==> src/rtl/dco_sw_ctrl.sv <==
`default_nettype none
// ============================================================================
// Module      : dco_sw_ctrl
// Description : LC-DCO capacitor-bank switch controller. Turns single-cycle
//               frequency-correction pulses from the acquisition loop into a
//               saturating capacitor count and a registered thermometer
//               switch word. After every accepted correction it holds off for
//               a settle window so the DCO and counters can respond.
// Ports       : ref_clk        - sole clock
//               reset          - synchronous, active-high reset
//               freq_update    - single-cycle correction request
//               freq_incr_decr - 1 = raise frequency (remove caps),
//                                0 = lower frequency (add caps)
//               fll_locked     - 1 = fine step (1), 0 = coarse step
//               sw             - thermometer switch word, sw[i] = (i < sw_code)
//               sw_code        - capacitor count, 0..NSW
//               busy           - high while settling
//               at_min/at_max  - count at 0 / at NSW
//               sat_hit        - one-cycle pulse when an update was clipped
//               drop_cnt       - saturating count of updates ignored while busy
// Revision    : 1.0 - initial release
// ============================================================================
module dco_sw_ctrl #(
    parameter int NSW         = 32,
    parameter int INIT_CODE   = 16,
    parameter int STEP_COARSE = 4,
    parameter int SETTLE_CYC  = 8,
    localparam int CW         = $clog2(NSW + 1)
) (
    input  logic          ref_clk,
    input  logic          reset,
    input  logic          freq_update,
    input  logic          freq_incr_decr,
    input  logic          fll_locked,
    output logic [NSW-1:0] sw,
    output logic [CW-1:0] sw_code,
    output logic          busy,
    output logic          at_min,
    output logic          at_max,
    output logic          sat_hit,
    output logic [7:0]    drop_cnt
);

    localparam int TW = (SETTLE_CYC > 1) ? $clog2(SETTLE_CYC) : 1;

    // Thermometer decode of a count; only ever used to feed a register.
    function automatic logic [NSW-1:0] f_therm(input logic [CW:0] code);
        logic [NSW-1:0] t;
        for (int i = 0; i < NSW; i++) begin
            t[i] = (i < int'(code));
        end
        return t;
    endfunction

    localparam logic [CW:0]    c_nsw         = (CW+1)'(NSW);
    localparam logic [CW:0]    c_step_coarse = (CW+1)'(STEP_COARSE);
    localparam logic [CW:0]    c_step_fine   = (CW+1)'(1);
    localparam logic [TW-1:0]  c_timer_load  = TW'(SETTLE_CYC - 1);
    localparam logic [CW-1:0]  c_init_code   = CW'(INIT_CODE);
    localparam logic [NSW-1:0] c_init_sw     = f_therm((CW+1)'(INIT_CODE));

    typedef enum logic [0:0] {
        ST_IDLE   = 1'b0,
        ST_SETTLE = 1'b1
    } state_t;

    state_t         r_state;
    state_t         w_state_nxt;
    logic [TW-1:0]  r_timer;
    logic [TW-1:0]  w_timer_nxt;
    logic           w_accept;
    logic           w_drop;

    logic [CW-1:0]  r_code;
    logic [NSW-1:0] r_sw;
    logic           r_busy;
    logic           r_at_min;
    logic           r_at_max;
    logic           r_sat_hit;
    logic [7:0]     r_drop_cnt;

    logic [CW:0]    w_step;
    logic [CW:0]    w_code_ext;
    logic [CW:0]    w_sum;
    logic [CW:0]    w_calc;
    logic           w_clip;

    // ------------------------------------------------------------------
    // Next-state logic
    // ------------------------------------------------------------------
    always_comb begin
        w_state_nxt = r_state;
        w_timer_nxt = r_timer;
        w_accept    = 1'b0;
        w_drop      = 1'b0;
        case (r_state)
            ST_IDLE: begin
                if (freq_update) begin
                    w_accept    = 1'b1;
                    w_state_nxt = ST_SETTLE;
                    w_timer_nxt = c_timer_load;
                end
            end
            ST_SETTLE: begin
                // Requests are ignored for the whole window, including the
                // edge on which the timer expires.
                w_drop = freq_update;
                if (r_timer == '0) begin
                    w_state_nxt = ST_IDLE;
                end else begin
                    w_timer_nxt = r_timer - TW'(1);
                end
            end
            default: begin
                w_state_nxt = ST_IDLE;
                w_timer_nxt = '0;
            end
        endcase
    end

    // ------------------------------------------------------------------
    // Step and clip; one extra bit of headroom so nothing wraps.
    // ------------------------------------------------------------------
    always_comb begin
        w_step     = fll_locked ? c_step_fine : c_step_coarse;
        w_code_ext = {1'b0, r_code};
        w_sum      = w_code_ext + w_step;
        w_calc     = w_code_ext;
        w_clip     = 1'b0;
        if (freq_incr_decr) begin
            if (w_code_ext >= w_step) begin
                w_calc = w_code_ext - w_step;
            end else begin
                w_calc = '0;
                w_clip = 1'b1;
            end
        end else begin
            if (w_sum <= c_nsw) begin
                w_calc = w_sum;
            end else begin
                w_calc = c_nsw;
                w_clip = 1'b1;
            end
        end
    end

    // ------------------------------------------------------------------
    // State and output registers
    // ------------------------------------------------------------------
    always_ff @(posedge ref_clk) begin
        if (reset) begin
            r_state    <= ST_IDLE;
            r_timer    <= '0;
            r_code     <= c_init_code;
            r_sw       <= c_init_sw;
            r_busy     <= 1'b0;
            r_at_min   <= (INIT_CODE == 0);
            r_at_max   <= (INIT_CODE == NSW);
            r_sat_hit  <= 1'b0;
            r_drop_cnt <= 8'd0;
        end else begin
            r_state   <= w_state_nxt;
            r_timer   <= w_timer_nxt;
            r_busy    <= (w_state_nxt == ST_SETTLE);
            r_sat_hit <= w_accept & w_clip;
            if (w_drop && (r_drop_cnt != 8'hFF)) begin
                r_drop_cnt <= r_drop_cnt + 8'd1;
            end
            if (w_accept) begin
                r_code   <= w_calc[CW-1:0];
                r_sw     <= f_therm(w_calc);
                r_at_min <= (w_calc == '0);
                r_at_max <= (w_calc == c_nsw);
            end
        end
    end

    assign sw       = r_sw;
    assign sw_code  = r_code;
    assign busy     = r_busy;
    assign at_min   = r_at_min;
    assign at_max   = r_at_max;
    assign sat_hit  = r_sat_hit;
    assign drop_cnt = r_drop_cnt;

endmodule
`default_nettype wire

==> config.mk <==
export PLATFORM = sky130hd
export DESIGN_NAME = dco_sw_ctrl
export DESIGN_NICKNAME = d
export VERILOG_FILES = /design/src/rtl/dco_sw_ctrl.sv
export SDC_FILE = /design/constraint.sdc
export NUM_CORES = 1
export LEC_CHECK = 0
export CAP_MARGIN = 0
export CORE_ASPECT_RATIO = 1.5
export CORE_MARGIN = 8
export CORE_UTILIZATION = 50
export CTS_CLUSTER_DIAMETER = 150
export DETAILED_ROUTE_END_ITERATION = 8
export PLACE_DENSITY = 0.83
export SYNTH_ARGS = -nofsm -noshare
export SYNTH_HDL_FRONTEND = slang
export SYNTH_SLANG_ARGS = --single-unit
==> constraint.sdc <==
create_clock -name ref_clk -period 2.73 [get_ports ref_clk]
set_input_delay 0.273 -clock ref_clk [delete_from_list [all_inputs] [get_ports ref_clk]]
set_output_delay 0.273 -clock ref_clk [all_outputs]
set_load 0.02 [all_outputs]
==> Word level (Yosys, flattened, before mapping) <==
Index checks and enable logic that the tools add are counted.
{ "word_totals": {"register_bits": 53, "latchBits": 0, "mem_bits_rw": 0, "romBits": 0, "input_bits": 5, "out_inout_bits": 50, "elab_cells": 71, "memories": 0} }
{ "op_classes": {"addsub": 4, "multipliers": 0, "div_mod_pow": 0, "order_cmp": 34, "n_eq_ne": 4, "shift": 0, "n_mux": 15, "bitwise": 2, "reduce_logical": 4} }
{ "op_table": {"columns": ["cell", "count"], "rows": [
  ["$lt 5x7->1 const A", 16],
  ["$lt 4x7->1 const A", 8],
  ["$lt 3x7->1 const A", 4],
  ["$mux 7", 3],
  ["$lt 1x7->1 const A", 2],
  ["$lt 2x7->1 const A", 2],
  ["$mux 3", 3],
  ["$add 8x1->8 const B", 1],
  ["$ne 8x8->1 const B", 1],
  ["$add 6x3->7", 1],
  ["$eq 7x6->1 const B", 1],
  ["$le 7x6->1 const B", 1],
  ["$logic_not 7->1", 1],
  ["$mux 1", 7],
  ["$sub 6x3->7", 1],
  ["$ge 6x3->1", 1],
  ["$pmux 3 s2", 1],
  ["$ne 2x2->1 const B", 2],
  ["$logic_not 3->1", 1],
  ["$sub 3x1->3 const B", 1],
  ["$pmux 1 s2", 1],
  ["$reduce_and 2->1", 1],
  ["$and 1x1->1", 1],
  ["$logic_and 1x1->1", 1],
  ["$not 1->1", 1]
]} }

==> Depth between registers and ports, before layout <==
Gate-level depths: netlist of run 1.
{ "logic_depth": {"word_depth": 6, "depth_mapped": 11, "ltp_nobuf": 10} }

==> Worst setup path before layout of run 1 <==
Ideal clock, no wire load.
{ "synth_path": {"kind": "register -> register", "from": "register r_code[0], in the netlist sw_code[0]", "to": "register r_sw[29], in the netlist sw[29]", "setup_ns": 0.133, "t_arrival_ns": 2.496, "setup_slack_ns": 0.101, "stages_incl_launch_ff": 11, "n_path_buf": 1, "period_less_slack_ns": 2.629, "path_cell_list": "dfxtp_1 -> ha_1 -> ha_1 -> or3b_1 -> o22ai_2 -> nand3_2 -> a2111o_1 -> a21o_1 -> buf_2 -> a211oi_1 -> o21ai_0"} }
{ "synth_between": {"elab_chain_cells": 5, "elab_cells_between_ends": 8, "classes_between": "2 x add/sub; 3 x order compare; 3 x mux"} }
{ "synth_rtl": {"columns": ["item", "line_no", "rtl"], "rows": [
  ["start, declared", "74", "logic [CW-1:0] r_code;"],
  ["start signal, assigned", "154", "r_code <= c_init_code;"],
  ["start signal, assigned", "170", "r_code <= w_calc[CW-1:0];"],
  ["$add 6x3->7", "127", "w_sum = w_code_ext + w_step;"],
  ["$le 7x6->1", "138", "if (w_sum <= c_nsw) begin"],
  ["$mux 7", "138", null],
  ["$mux 7 (*)", "130", "if (freq_incr_decr) begin"],
  ["$lt 5x7->1 (*)", "50", "t[i] = (i < int'(code));"],
  ["end signal, assigned", "155", "r_sw <= c_init_sw;"],
  ["end signal, assigned", "171", "r_sw <= f_therm(w_calc);"],
  ["end, declared", "75", "logic [NSW-1:0] r_sw;"]
]} }
Every way passes the cells marked *; elsewhere a longest branch is shown, timed or not.
A chain may end at the register's enable or synchronous reset.

==> Worst setup path in the final report of run 1 <==
Ends and elaborated chain as after synthesis.

==> run_results.csv, run 1 <==
group,metric,value,unit
yosys,synth-compound-area-share,0.2398,
critical_path,cp.arrival,2.92,ns
timing,fmax,374.6,MHz
layout,nNetsFinal,425,
global_route,overflow,0,
layout,final_cell_mix,"clkdlybuf4s50_1, dfxtp_1, nand2_1",
timing,final_hold_viol_count,0,
routing,drt-pass1-iter-count,5,
timing,rsz0062_at_grt,"true",
timing,fin_crit_sh,0.9779,
global_route,grt_pass1_wl,12880,um
routing,wl_met2,4367,um
critical_path,required,2.98,ns
cts,cts_tree,"yes",
yosys,synth-edff-count,0,
critical_path,end_kind,"flip-flop",
placed_design,place.gp.congestion,0.8820,
global_route,grt_max_degree,22,
yosys,ys_ff_latch,53,
routing,antenna_left,0,
min_path,hold_path.class,"reg2reg",
routing,wl_met1,3209,um
cts,cts_sinks,53,
yosys,synth.area.mux_share,0.003711,
job,maxCapViolations,0,
floorplan,io_pins,55,
critical_path,path_common_cell,"buf_4",
yosys,syn_inst,317,
floorplan,die_h,106.0,um
cts,clk_latency,0.32,ns
timing,finalCriticalPeriod,2.670,ns
yosys,yosysWarnings,0,
critical_path,critical_path_buf_inv_count,2,
critical_path,crit_slowest_cell,"o22ai_1",
floorplan,die_w,75.98,um
floorplan,die_area,8050,um2
yosys,yosys.area_share.xor_xnor,0.03247,
critical_path,crit_cells,10,
layout,diodes,0,
yosys,synth_ff_type,"dfxtp_1",
yosys,synth_cell_types,58,
yosys,synth_fa_ha_area_frac,0.04174,
power,power_leakage,1.542,nW
layout,drive_above_1_share,0.2354,
timing,setup_violations,0,
critical_path,path_class,"reg2reg",
timing,whs,0.4603,ns
critical_path,cp_cell_sequence,"ha_2 > ha_4 > or3b_1 > o22ai_2 > nand3_2 > buf_4 > o22ai_1 > buf_4 > a211oi_1 > o21ai_0",
cts,cts-root-buf,"clkbuf_8",
placed_design,hpwl,5862,um
cts,cts.clk_slew.worst_paths,0.11,ns
cts,htree_levels,2,
yosys,synthesis.nets,331,
timing,skew,0.007758,ns
floorplan,rows,33,
global_route,antenna_found_initial,0,
layout,multi_input_area,1608,um2
layout,regArea,1062,um2
power,power,2.353,mW
routing,vias,2713,
yosys,yosysSeqAreaShare,0.3933,
critical_path,timing.critical_path.from_type,"flip-flop",
timing,maxSlewHeadroom,0.5676,
global_route,grt_pass1_vias,2675,
routing,wl_per_cell,16.69,um
power,powerDensity,610.7,nW/um2
cts,cts_buffers,5,
critical_path,critPathMaxStageDelay,0.49,ns
timing,worst_slew_pin_slew,0.6486,ns
cts,clock_path_buffers,2,
routing,route.detailed.drc,0,
yosys,async_reset_ff_frac,0,
floorplan,start_util,0.5065,
layout,fillCellCount,391,
yosys,netlist_area,2698,um2
placed_design,portBuffers,54,
status,status,"finished, final reports clean",
routing,drtIter0Drc,189,
routing,drt_wl_total,8043,um
placed_design,dp_slack,-0.4572,ns
layout,final_common_cell,"clkdlybuf4s50_1",
critical_path,critPathTopFamily,"compound AO/OA/AOI/OAI gates",
cts,hold_buffers,0,
min_path,whs_path_depth,2,
layout,areaGrowthSynthToFinish,42.86,%
routing,topRoutingLayerUsed,"met4",
yosys,avgSynthCellArea,8.510,um2
yosys,synth_simple_gate_area_frac,0.2398,
power,ir_drop,0.5437,mV
timing,worst_slack,0.06038,ns
global_route,grt_util_all_layers,0.1916,
floorplan,coreArea,5326,um2
timing,finalMaxSlewViolations,0,
routing,via_per_inst,5.629,
critical_path,worst-r2r-cell-count,10,
routing,wl_met3,331,um
critical_path,cp_max_fo,4,
yosys,synth_top_family_by_area,"simple AND/OR/NAND/NOR gates",
==> through the flow <==
stage,util,instance area (um2),instances,TNS [ns]
after CTS,0.7106,3785,480,0
after global placement,0.6744,3592,469,-9.969
after detailed placement,0.6744,3592,469,-12.26
final,0.7235,3854,482,0
after floorplan,-,2698,317,0
after global routing,0.7235,3854,482,-0.1491
==> flip-flops by register name, summed over array words and instances, names as in the netlist <==
name	count
sw	32
drop_cnt	8
sw_code	6
r_timer	3
at_max	1
at_min	1
busy	1
sat_hit	1
==> power by group <==
| part | switching, mW | leakage (nW) | internal, mW |
|---|---|---|---|
| combinational | 0.487 | 1.05 | 0.406 |
| sequential | 0.0533 | 0.435 | 0.846 |
| clock | 0.281 | 0.0603 | 0.281 |
==> repair_timing <==
action                                  CTS  global route
cloned                                    1             0
pin swaps                                 4             2
resized for setup                        12            14
endpoints found under the setup margin   23            21
setup buffers                             2             2
==> tightest hold or removal path: stages, from the launching register on <==
cell,delay [ns]
dfxtp_1,0.33
nand2_1,0.05
nand2_1,0.05
==> area by class of cell <==
cell class,instances,area share
multi-input cells,235,0.4172
flip-flops and latches,53,0.2756
repair buffers,105,0.2429
well taps,70,0.02273
clock buffers,5,0.01786
clock inverters,3,0.01299
inverters,11,0.01071
==> worst paths after layout <==
check / start / end / slack [ns]
setup / recovery: sw_code[0]$_SDFFE_PP0P_ / sw[29]$_SDFFE_PP0P_ / 0.06
hold / removal: sw[15]$_SDFFE_PP1P_ / sw[15]$_SDFFE_PP1P_ / 0.46
setup reg to reg: sw_code[0]$_SDFFE_PP0P_ / sw[29]$_SDFFE_PP0P_ / 0.06
hold reg to reg: sw[15]$_SDFFE_PP1P_ / sw[15]$_SDFFE_PP1P_ / 0.46
==> logic make-up (layout without fill, tap and decap cells) <==
group,after synthesis,in the layout
AND/OR/NAND/NOR,131,131
adder cells (fa/ha/maj),9,9
XOR/XNOR,10,10
flip-flops,53,53
multiplexers,1,1
buffers and inverters,29,124
AO/OA/AOI/OAI,84,84
==> metal layers <==
metal  vias to the layer above  GRT usage
met2                        81     0.3454
met4                         0    0.08310
li1                       1327          -
met3                        12    0.03716
met5                         -          0
met1                      1293     0.2118
==> cell usage after synthesis, types with 5 or more instances <==
cell / number / share of area
nand4_1: 5 / 0.012
dfxtp_1: 53 / 0.39
nor4_1: 5 / 0.012
a211oi_1: 8 / 0.022
nand3_1: 10 / 0.019
nor2_1: 26 / 0.036
o211ai_1: 5 / 0.014
o21ai_0: 14 / 0.026
a21oi_1: 11 / 0.020
ha_1: 9 / 0.042
xor2_1: 7 / 0.023
nand2_1: 49 / 0.068
clkbuf_1: 11 / 0.015
nor3_1: 14 / 0.026
inv_1: 10 / 0.014
o21ai_1: 8 / 0.015
Note: power is estimated with default switching activity, not from simulation.
==> run 2: changes to the inputs <==
Settings changed: SKIP_LAST_GASP from default to 1.
==> run_results.csv, run 2 (same netlist as run 1, synthesis figures left out) <==
group,metric,value,unit
floorplan,start_util,0.5065,
global_route,grt_pass1_wl,12880,um
timing,rsz0062_at_grt,"true",
critical_path,critPathMaxStageDelay,0.38,ns
layout,final_common_cell,"clkdlybuf4s50_1",
layout,areaGrowthSynthToFinish,41.70,%
critical_path,cp.arrival,2.90,ns
layout,largest_reg_flops,32,
routing,route.detailed.drc,0,
floorplan,rows,33,
critical_path,required,2.98,ns
routing,drtIter0Drc,173,
critical_path,timing.critical_path.from_type,"flip-flop",
placed_design,dp_slack,-0.4572,ns
floorplan,io_pins,55,
timing,worst_slack,0.08049,ns
routing,drt-pass1-iter-count,5,
timing,setup_violations,0,
power,ir_drop,0.5420,mV
routing,antenna_left,0,
floorplan,die_area,8050,um2
global_route,grt_pass1_vias,2675,
power,power_leakage,1.537,nW
timing,worst_slew_pin_slew,0.5907,ns
cts,clk_latency,0.32,ns
floorplan,die_h,106.0,um
timing,maxSlewHeadroom,0.6027,
critical_path,critPathTopFamily,"simple AND/OR/NAND/NOR gates",
power,powerDensity,611.3,nW/um2
layout,multi_input_area,1577,um2
timing,final_hold_viol_count,0,
status,status,"finished, final reports clean",
layout,final_core_util,0.7176,
placed_design,hpwl,5862,um
critical_path,path_class,"reg2reg",
cts,htree_levels,2,
timing,whs,0.4598,ns
timing,finalCriticalPeriod,2.650,ns
global_route,overflow,0,
cts,cts_buffers,5,
job,maxCapViolations,0,
routing,vias,2706,
critical_path,path_common_cell,"buf_4",
global_route,grt_max_degree,22,
cts,cts_sinks,53,
floorplan,die_w,75.98,um
cts,cts.clk_slew.worst_paths,0.10,ns
timing,fmax,377.4,MHz
routing,via_per_inst,5.614,
placed_design,portBuffers,54,
cts,cts-root-buf,"clkbuf_8",
layout,final_cell_mix,"clkdlybuf4s50_1, dfxtp_1, nand2_1",
layout,regArea,1062,um2
layout,nNetsFinal,425,
global_route,antenna_found_initial,0,
cts,clock_path_buffers,2,
cts,cts_tree,"yes",
routing,wl_per_cell,16.63,um
layout,diodes,0,
layout,layout.cells.non_filler,482,
timing,fin_crit_sh,0.9705,
floorplan,coreArea,5326,um2
critical_path,cp_max_fo,4,
critical_path,crit_slowest_cell,"or3b_1",
layout,drive_above_1_share,0.2233,
critical_path,critical_path_buf_inv_count,2,
cts,hold_buffers,0,
critical_path,cp_cell_sequence,"ha_2 > ha_4 > or3b_1 > o22ai_2 > nand3_2 > buf_4 > o221a_2 > nor4b_4 > buf_4 > nor3_2 > o21ai_1",
timing,finalMaxSlewViolations,0,
placed_design,place.gp.congestion,0.8820,
min_path,hold_path.class,"reg2reg",
critical_path,end_kind,"flip-flop",
placed_design,placedCellCount,469,
layout,fillCellCount,395,
routing,drt_wl_total,8015,um
timing,skew,0.007221,ns
global_route,grt_util_all_layers,0.1916,
timing,final.setup.tns,0,ns
==> run 2: cell counts in the layout (fill, tap and decap cells not counted) <==
No cell type changed its count.
==> run 2: path summary, 6_finish.rpt <==
check / slack [ns] / to / from / cells after the start
worst max-delay path: 0.08 / sw[30]$_SDFFE_PP0P_ / sw_code[0]$_SDFFE_PP0P_ / 11
worst min-delay path: 0.46 / sw[15]$_SDFFE_PP1P_ / sw[15]$_SDFFE_PP1P_ / 2
worst max register to register: 0.08 / sw[30]$_SDFFE_PP0P_ / sw_code[0]$_SDFFE_PP0P_ / 11
worst min register to register: 0.46 / sw[15]$_SDFFE_PP1P_ / sw[15]$_SDFFE_PP1P_ / 2
==> run 2: worst reg2reg max path, stage by stage (launching register included) <==
cell and delay [ns]:
dfxtp_2 0.35, ha_2 0.20, ha_4 0.21, or3b_1 0.38, o22ai_2 0.17, nand3_2 0.14, buf_4 0.18, o221a_2 0.29
nor4b_4 0.37, buf_4 0.18, nor3_2 0.03, o21ai_1 0.10
==> run 2: report_power, final <==
part           leakage [nW]  total, mW  switching (mW)  internal [mW]
combinational          1.04      0.879           0.480          0.400
clock                0.0603      0.558           0.277          0.281
sequential            0.435      0.899          0.0533          0.846
==> run 2: timing repair <==
item	4_1_cts	5_1_grt
cloned	1	0
pin swaps	4	2
gates resized for setup	12	7
setup buffers	2	2
setup endpoints to repair	23	21
==> run 2: layout make-up <==
type / instances / area share
flip-flops and latches: 53 / 0.2779
clock inverters: 3 / 0.01309
clock buffers: 5 / 0.01800
repair buffers: 105 / 0.2448
inverters: 11 / 0.01080
multi-input cells: 235 / 0.4124
well taps: 70 / 0.02291
==> run 2: per-stage QoR <==
stage	area, um2	power, mW
detailed placement	3592	1.726
CTS	3785	2.321
finish	3822	2.337
floorplan	2698	1.365
global placement	3592	1.709
global route	3822	2.437
==> run 2: routing by layer <==
| metal | global-route usage | wire [um] |
|---|---|---|
| met5 | 0 | 0 |
| met4 | 0.08310 | 144 |
| met3 | 0.03716 | 327 |
| met1 | 0.2118 | 3227 |
| met2 | 0.3454 | 4317 |
